[src/rtl/seed_star_streamer_pkg.sv]
// Shared widths, types and the seed ordering rule for the seed_star streamer.
package seed_star_streamer_pkg;
    localparam int SEED_W    = 128;
    localparam int NUM_SEEDS = 8;
    localparam int TAG_W     = 8;
    localparam int BUNDLE_W  = SEED_W * NUM_SEEDS;
    localparam int IDX_W     = $clog2(NUM_SEEDS);

    typedef logic [BUNDLE_W-1:0] seed_bundle_t;
    typedef logic [SEED_W-1:0]   seed_word_t;
    typedef logic [TAG_W-1:0]    seed_tag_t;

    typedef enum logic {
        ST_IDLE   = 1'b0,
        ST_STREAM = 1'b1
    } out_state_e;

    // Index 0 is the most significant seed of the bundle.
    function automatic seed_word_t seed_slice(input seed_bundle_t bundle,
                                              input logic [IDX_W-1:0] idx);
        return bundle[BUNDLE_W-1-SEED_W*int'(idx) -: SEED_W];
    endfunction
endpackage

[src/rtl/seed_star_streamer_slot_buf.sv]
// Two-slot ping-pong store: write at wp, read at rp, count tracks occupancy.
module seed_slot_buf #(
    parameter int DATA_W = 1024,
    parameter int TAG_W  = 8
) (
    input  logic              clk,
    input  logic              reset,
    input  logic              wr_en,
    input  logic [DATA_W-1:0] wr_data,
    input  logic [TAG_W-1:0]  wr_tag,
    input  logic              pop,
    output logic [DATA_W-1:0] rd_data,
    output logic [TAG_W-1:0]  rd_tag,
    output logic [1:0]        count,
    output logic [1:0]        count_nxt
);
    logic [DATA_W-1:0] slot_q [2];
    logic [DATA_W-1:0] slot_d [2];
    logic [TAG_W-1:0]  tag_q  [2];
    logic [TAG_W-1:0]  tag_d  [2];
    logic              wp_q, wp_d, rp_q, rp_d;
    logic [1:0]        count_q, count_d;

    always_comb begin
        slot_d  = slot_q;
        tag_d   = tag_q;
        wp_d    = wp_q;
        rp_d    = rp_q;
        count_d = count_q;
        if (wr_en) begin
            slot_d[wp_q] = wr_data;
            tag_d[wp_q]  = wr_tag;
            wp_d         = ~wp_q;
        end
        if (pop) rp_d = ~rp_q;
        // Simultaneous write and pop leaves occupancy unchanged.
        case ({wr_en, pop})
            2'b10:   count_d = count_q + 2'd1;
            2'b01:   count_d = count_q - 2'd1;
            default: count_d = count_q;
        endcase
    end

    always_ff @(posedge clk or negedge reset) begin
        if (!reset) begin
            for (int i = 0; i < 2; i++) begin
                slot_q[i] <= '0;
                tag_q[i]  <= '0;
            end
            wp_q    <= 1'b0;
            rp_q    <= 1'b0;
            count_q <= 2'd0;
        end else begin
            slot_q  <= slot_d;
            tag_q   <= tag_d;
            wp_q    <= wp_d;
            rp_q    <= rp_d;
            count_q <= count_d;
        end
    end

    assign rd_data   = slot_q[rp_q];
    assign rd_tag    = tag_q[rp_q];
    assign count     = count_q;
    assign count_nxt = count_d;
endmodule

[src/rtl/seed_star_streamer.sv]
// Captures seed_star bundles into a ping-pong buffer and streams them as
// NUM_SEEDS seeds over a valid/ready handshake.
module seed_star_streamer #(
    parameter int SEED_W    = 128,
    parameter int NUM_SEEDS = 8
) (
    input  logic                        clk,
    input  logic                        reset,
    input  logic [SEED_W*NUM_SEEDS-1:0] seed_star,
    input  logic [7:0]                  t,
    input  logic                        tree_set_end,
    output logic                        can_accept,
    output logic [SEED_W-1:0]           seed_out,
    output logic [$clog2(NUM_SEEDS)-1:0] seed_idx,
    output logic [7:0]                  seed_t,
    output logic                        seed_valid,
    input  logic                        seed_ready,
    output logic                        seed_last,
    output logic                        overrun
);
    import seed_star_streamer_pkg::*;

    localparam int LIDX_W = $clog2(NUM_SEEDS);
    localparam logic [LIDX_W-1:0] LAST_IDX = LIDX_W'(NUM_SEEDS - 1);

    out_state_e              state_q, state_d;
    logic [LIDX_W-1:0]       idx_q, idx_d;
    logic                    overrun_q, overrun_d;
    logic [SEED_W*NUM_SEEDS-1:0] rd_data;
    logic [7:0]              rd_tag;
    logic [1:0]              count, count_nxt;
    logic                    xfer, last_xfer, capture;

    assign xfer      = (state_q == ST_STREAM) && seed_ready;
    assign last_xfer = xfer && (idx_q == LAST_IDX);
    // A full buffer can still take a bundle when the last seed drains this cycle.
    assign capture   = tree_set_end && ((count != 2'd2) || last_xfer);

    seed_slot_buf #(
        .DATA_W (SEED_W*NUM_SEEDS),
        .TAG_W  (8)
    ) u_slot_buf (
        .clk       (clk),
        .reset     (reset),
        .wr_en     (capture),
        .wr_data   (seed_star),
        .wr_tag    (t),
        .pop       (last_xfer),
        .rd_data   (rd_data),
        .rd_tag    (rd_tag),
        .count     (count),
        .count_nxt (count_nxt)
    );

    always_ff @(posedge clk or negedge reset) begin
        if (!reset) begin
            state_q   <= ST_IDLE;
            idx_q     <= '0;
            overrun_q <= 1'b0;
        end else begin
            state_q   <= state_d;
            idx_q     <= idx_d;
            overrun_q <= overrun_d;
        end
    end

    always_comb begin
        state_d = state_q;
        case (state_q)
            ST_IDLE:   if (count != 2'd0) state_d = ST_STREAM;
            ST_STREAM: if (last_xfer && (count_nxt == 2'd0)) state_d = ST_IDLE;
            default:   state_d = ST_IDLE;
        endcase
    end

    always_comb begin
        idx_d = idx_q;
        if (xfer) idx_d = (idx_q == LAST_IDX) ? '0 : idx_q + 1'b1;
        overrun_d = overrun_q || (tree_set_end && !capture);
    end

    always_comb begin
        seed_valid = (state_q == ST_STREAM);
        seed_idx   = idx_q;
        seed_out   = '0;
        seed_t     = '0;
        seed_last  = 1'b0;
        if (seed_valid) begin
            seed_out  = seed_slice(rd_data, idx_q);
            seed_t    = rd_tag;
            seed_last = (idx_q == LAST_IDX);
        end
        can_accept = (count != 2'd2);
        overrun    = overrun_q;
    end
endmodule
[config.mk]
export PLATFORM = sky130hd
export DESIGN_NAME = seed_star_streamer
export DESIGN_NICKNAME = d
export VERILOG_FILES = /design/src/rtl/seed_star_streamer_pkg.sv /design/src/rtl/seed_star_streamer_slot_buf.sv /design/src/rtl/seed_star_streamer.sv
export SDC_FILE = /design/constraint.sdc
export NUM_CORES = 2
export LEC_CHECK = 0
export BUFFER_PORTS_ARGS = -buffer_cell sky130_fd_sc_hd__clkbuf_2
export CAP_MARGIN = 30
export CORE_AREA = 2 2 462 464
export CTS_BUF_LIST = sky130_fd_sc_hd__clkbuf_4
export DETAILED_ROUTE_END_ITERATION = 10
export DIE_AREA = 0 0 464 466
export GPL_TIMING_DRIVEN = 0
export HOLD_SLACK_MARGIN = 0.12
export PLACE_DENSITY = 0.7
export RECOVER_POWER = 50
export SYNTH_ARGS = -nofsm -noshare
export SYNTH_HDL_FRONTEND = slang
export SYNTH_SLANG_ARGS = --single-unit
export TNS_END_PERCENT = 1
[constraint.sdc]
create_clock -name clk -period 2.7 [get_ports clk]
set_clock_uncertainty 0.15 [all_clocks]
set_input_delay 0.405 -clock clk [delete_from_list [all_inputs] [get_ports clk]]
set_output_delay 0.405 -clock clk [all_outputs]
set_load 0.005 [all_outputs]
==> results.json, run 1 <==
{
  "synth_async_sr_flop_share_pct": 100.0,
  "pre_cts_slack_ns": -1.764,
  "avgSynthCellArea_um2": 14.36,
  "synth_edf_count": 0,
  "row_count": 169,
  "cts_root_buf": "clkbuf_4",
  "ys_warn_count": 0,
  "syn_area_um2": 94020,
  "htreeDepth": 6,
  "die_x_um": 464,
  "yosysTopAreaCellShare_pct": 55.18,
  "gp_congestion": 0.9092,
  "synth.distinct_cells": 32,
  "stop_error": "[ERROR RSZ-0060] Max buffer count reached.",
  "cts_buffers": 586,
  "run_status": "aborted with a tool error",
  "failing_step": "clock tree synthesis (4_1_cts)",
  "synthFlopType": "dfrtp_1",
  "synth_nets": 7588,
  "netlist_top_cells_count": "dfrtp_1 (2073), mux2_2 (1515), mux2i_1 (988), mux2_1 (552), a22oi_1 (468)",
  "dpl.hpwl_mm": 289.5,
  "synthMostInstantiatedCell": "dfrtp_1",
  "ys_seq_elements": 2073,
  "cts_setup_buffers": 11,
  "synth_cells": 6549,
  "clock-sinks": 2073,
  "cts-hold-fix-buffers": 2317,
  "port_buffers": 1178,
  "initial_core_util_pct": 44.51,
  "yosysTopAreaCell": "dfrtp_1",
  "cts_resized": 648,
  "clockBufferDepth": 4,
  "ioPinCount": 1179,
  "yosysSeqAreaShare_pct": 55.18,
  "die_y_um": 466,
  "netlist_top_cells_area": "dfrtp_1 (55%), mux2_2 (18%), mux2i_1 (11%)"
}
-- through the flow --
stage | cells | hold slack [ns] | area [um^2] | TNS (ns)
2_1_floorplan | 6549 | -0.04059 | 94020 | 0
3_3_place_gp | 10550 | 0.2913 | 103400 | -
3_5_place_dp | 10600 | 0.3019 | 104600 | -1425.72
-- cells by family after synthesis --
family          Yosys count  synth area share, %
simple gates            259                1.081
compound gates          645                4.935
xor+xnor                  6              0.05589
mux                    3077                35.80
buf+inv                 486                2.910
fa+ha+maj                 3              0.03993
flops                  2073                55.18
==> run 2: changes to the inputs <==
--- a/config.mk
+++ b/config.mk
@@ -7,13 +7,10 @@
 export LEC_CHECK = 0
 export BUFFER_PORTS_ARGS = -buffer_cell sky130_fd_sc_hd__clkbuf_2
 export CAP_MARGIN = 30
-export CORE_AREA = 2 2 462 464
-export CTS_BUF_LIST = sky130_fd_sc_hd__clkbuf_4
+export CORE_UTILIZATION = 40
 export DETAILED_ROUTE_END_ITERATION = 10
-export DIE_AREA = 0 0 464 466
 export GPL_TIMING_DRIVEN = 0
-export HOLD_SLACK_MARGIN = 0.12
-export PLACE_DENSITY = 0.7
+export PLACE_DENSITY_LB_ADDON = 0.15
 export RECOVER_POWER = 50
 export SYNTH_ARGS = -nofsm -noshare
 export SYNTH_HDL_FRONTEND = slang
==> run 2 against run 1 <==
The flow now finishes, with violations (hold timing, capacitance limit, slew limit, setup timing). Synthesized cell count stayed put. Synthesized area stayed put.
==> results.json, run 2 <==
{
  "clkLatencyLatePin_ns": 0.85,
  "dieArea_um2": 237000,
  "die_y_um": 486.8,
  "cts_root_buf": "clkbuf_16",
  "fin_crit_ns": 3.610,
  "clkTransAtPathRegs_ns": 0.06,
  "finalWorstSetupSlack_ns": -0.9097,
  "yosysSeqAreaShare_pct": 55.18,
  "drtIter0Drc": 5015,
  "slowest_stage": "dfrtp_1",
  "drtAntennaViolNets": 0,
  "drc_errors": 0,
  "hold_viol_final": 200,
  "vias": 69660,
  "synth_nets": 7588,
  "dpl.hpwl_mm": 295.7,
  "setup_viol": 2686,
  "cts_buffers": 227,
  "vias_per_cell": 5.542,
  "dr.pass1.iters": 7,
  "tritoncts": "yes",
  "whs_ns": -0.2139,
  "drt-total-wl_mm": 401.5,
  "grt_use_total_pct": 33.30,
  "cp-end-kind": "output pin",
  "clock-sinks": 2073,
  "crit_path_max_fanout": 10,
  "synthToLayoutAreaGrowth_pct": 36.46,
  "die_x_um": 486.8,
  "synth_edf_count": 0,
  "antenna_found_initial": 232,
  "grt_start_max_net_pins": 113,
  "placed_cells": 10910,
  "instances_no_fill": 12570,
  "yosysTopAreaCellShare_pct": 55.18,
  "grt_setup_unrepaired": "true",
  "failed_checks": "hold timing, capacitance limit, slew limit, setup timing",
  "path_cells": "buf_8 > nor2b_2 > buf_8 > clkbuf_16 > clkbuf_4 > a22oi_2 > nand2_1 > o22ai_2 > clkbuf_2",
  "critPathLaunchType": "flop",
  "cts-hold-fix-buffers": 1040,
  "synth_cells": 6549,
  "clockBufferDepth": 3,
  "row_count": 177,
  "syn_area_um2": 94020,
  "synth_async_sr_flop_share_pct": 100.0,
  "maxSlewHeadroom_pct": -13.26,
  "fin_nets": 10120,
  "ioPinCount": 1179,
  "largest_register": "u_slot_buf.slot_q",
  "first_global_vias": 72680,
  "power_density_nw_per_um2": 1356,
  "path_buf_inv": 5,
  "run_status": "complete, but fails checks",
  "ys_seq_elements": 2073,
  "netlist_top_cells_count": "dfrtp_1 (2073), mux2_2 (1515), mux2i_1 (988), mux2_1 (552), a22oi_1 (468)",
  "final_common_cell": "dfrtp_1",
  "yosysTopAreaCell": "dfrtp_1",
  "post-route-period-util_pct": 133.7,
  "max_stage_delay_ns": 0.40,
  "overflow": 0,
  "critPathTopFamily": "buffers and inverters",
  "avgSynthCellArea_um2": 14.36,
  "synthMostInstantiatedCell": "dfrtp_1",
  "required_ns": 2.14,
  "postLayoutCellArea_um2": 128300,
  "hold_path_class": "in2async",
  "initial_core_util_pct": 40.32,
  "wire_per_inst_um": 31.94,
  "drive_gt1_share_pct": 43.20,
  "ys_warn_count": 0,
  "final_cell_mix": "dfrtp_1 (2071), mux2_2 (1515), clkbuf_2 (1172)",
  "port_buffers": 1178,
  "postPlaceCellArea_um2": 105100,
  "synth.distinct_cells": 32,
  "critPathKind": "reg2out",
  "synthFlopType": "dfrtp_1",
  "leakage_nw": 57.53,
  "coreArea_um2": 233200,
  "cp.arrival_ns": 3.05,
  "vdd.ir_drop.worst_mv": 0.6702,
  "cp_common_cell": "buf_8",
  "grt_pass1_wl_mm": 553.3,
  "cap_violations": 3,
  "max_slew.worst_pin.slew_ns": 1.699,
  "slew_violations": 254,
  "htreeDepth": 4,
  "fmaxAchievable_mhz": 277.0,
  "largest_reg_flops": 2048,
  "gp_congestion": 0.8522,
  "netlist_top_cells_area": "dfrtp_1 (55%), mux2_2 (18%), mux2i_1 (11%)"
}
## run 2: cell counts after synthesis
Identical to the previous run, type by type.
## run 2: worst reg2reg max path, cell delays in order (launching register included)
cell and delay, ns:
dfrtp_2 0.47, buf_4 0.18, ha_1 0.19, ha_1 0.20, and3_1 0.16, buf_4 0.17, o211ai_4 0.23, buf_2 0.66
buf_2 0.52, mux2_2 0.39
## run 2: kinds of logic (layout without fill, tap and decap cells)
kind of cell / count (synthesis) / in the layout / share of synthesized area [%]
adder cells (fa/ha/maj): 3 / 3 / 0.03993
flip-flops: 2073 / 2073 / 55.18
buffers and inverters: 486 / 3204 / 2.910
AND/OR/NAND/NOR: 259 / 259 / 1.081
AO/OA/AOI/OAI: 645 / 645 / 4.935
XOR/XNOR: 6 / 6 / 0.05589
other: 0 / 171 / 0
multiplexers: 3077 / 3077 / 35.80
## run 2: stage by stage
step	power, W	TNS, ns	hold slack [ns]	util (%)	setup WS (ns)
floorplan	0.09790	0	-0.04059	-	0.2731
global placement	0.1264	-	0.2944	44.52	-50.19
detailed placement	0.1295	-2187.76	0.2980	45.06	-1.913
CTS	0.1705	-1356.85	-0.2501	54.32	-0.9759
global route	0.1810	-1641.95	-0.1699	54.94	-0.9652
finish	0.1739	-1197.37	-0.2139	55.01	-0.9097
## run 2: worst paths after layout
path,start,to,slack (ns),cells past startpoint
worst max-delay path,seed_idx[1],seed_out[29],-0.91,9
worst min-delay path,reset,u_slot_buf.slot_q[1764],-0.21,5
worst max register to register,seed_idx[0],u_slot_buf.slot_q[248],-0.73,9
worst min register to register,overrun,overrun,0.31,1
max in group asynchronous,reset,u_slot_buf.slot_q[1445],-0.49,10
min in group clk,seed_star[812],u_slot_buf.slot_q[1836],0.13,3
## run 2: routing by layer
| layer | wire [um] | track usage [%] |
|---|---|---|
| met4 | 20520 | 15.28 |
| met2 | 187800 | 53.45 |
| met5 | 846 | 0 |
| met3 | 26660 | 7.408 |
| met1 | 165700 | 42.78 |
## run 2: timing repair
action | 4_1_cts | 5_1_grt
resized for setup | 760 | 357
pin swaps | 64 | 74
buffers inserted | 19 | 7
hold endpoints to repair | 2260 | 308
setup endpoints to repair | 2707 | 2725
gates cloned | 11 | 2
## run 2: layout make-up
cell class | instances | area (um^2)
multi-input cells | 3990 | 41400
clock buffers | 342 | 6715
plain buffers | 481 | 4861
inverters | 1 | 3.754
well taps | 3132 | 3919
flip-flops and latches | 2073 | 51880
repair buffers | 2310 | 18140
fillers | 19530 | 104900
clock inverters | 70 | 950.9
diodes | 171 | 427.9
## run 2: where the power goes
part	switching [W]	leakage (nW)	internal (W)
registers	0.00810	24.4	0.0472
clock network	0.0134	3.78	0.0187
logic	0.0469	29.4	0.0396
total	0.0684	57.5	0.106
Power figures use the tool's default switching activity.
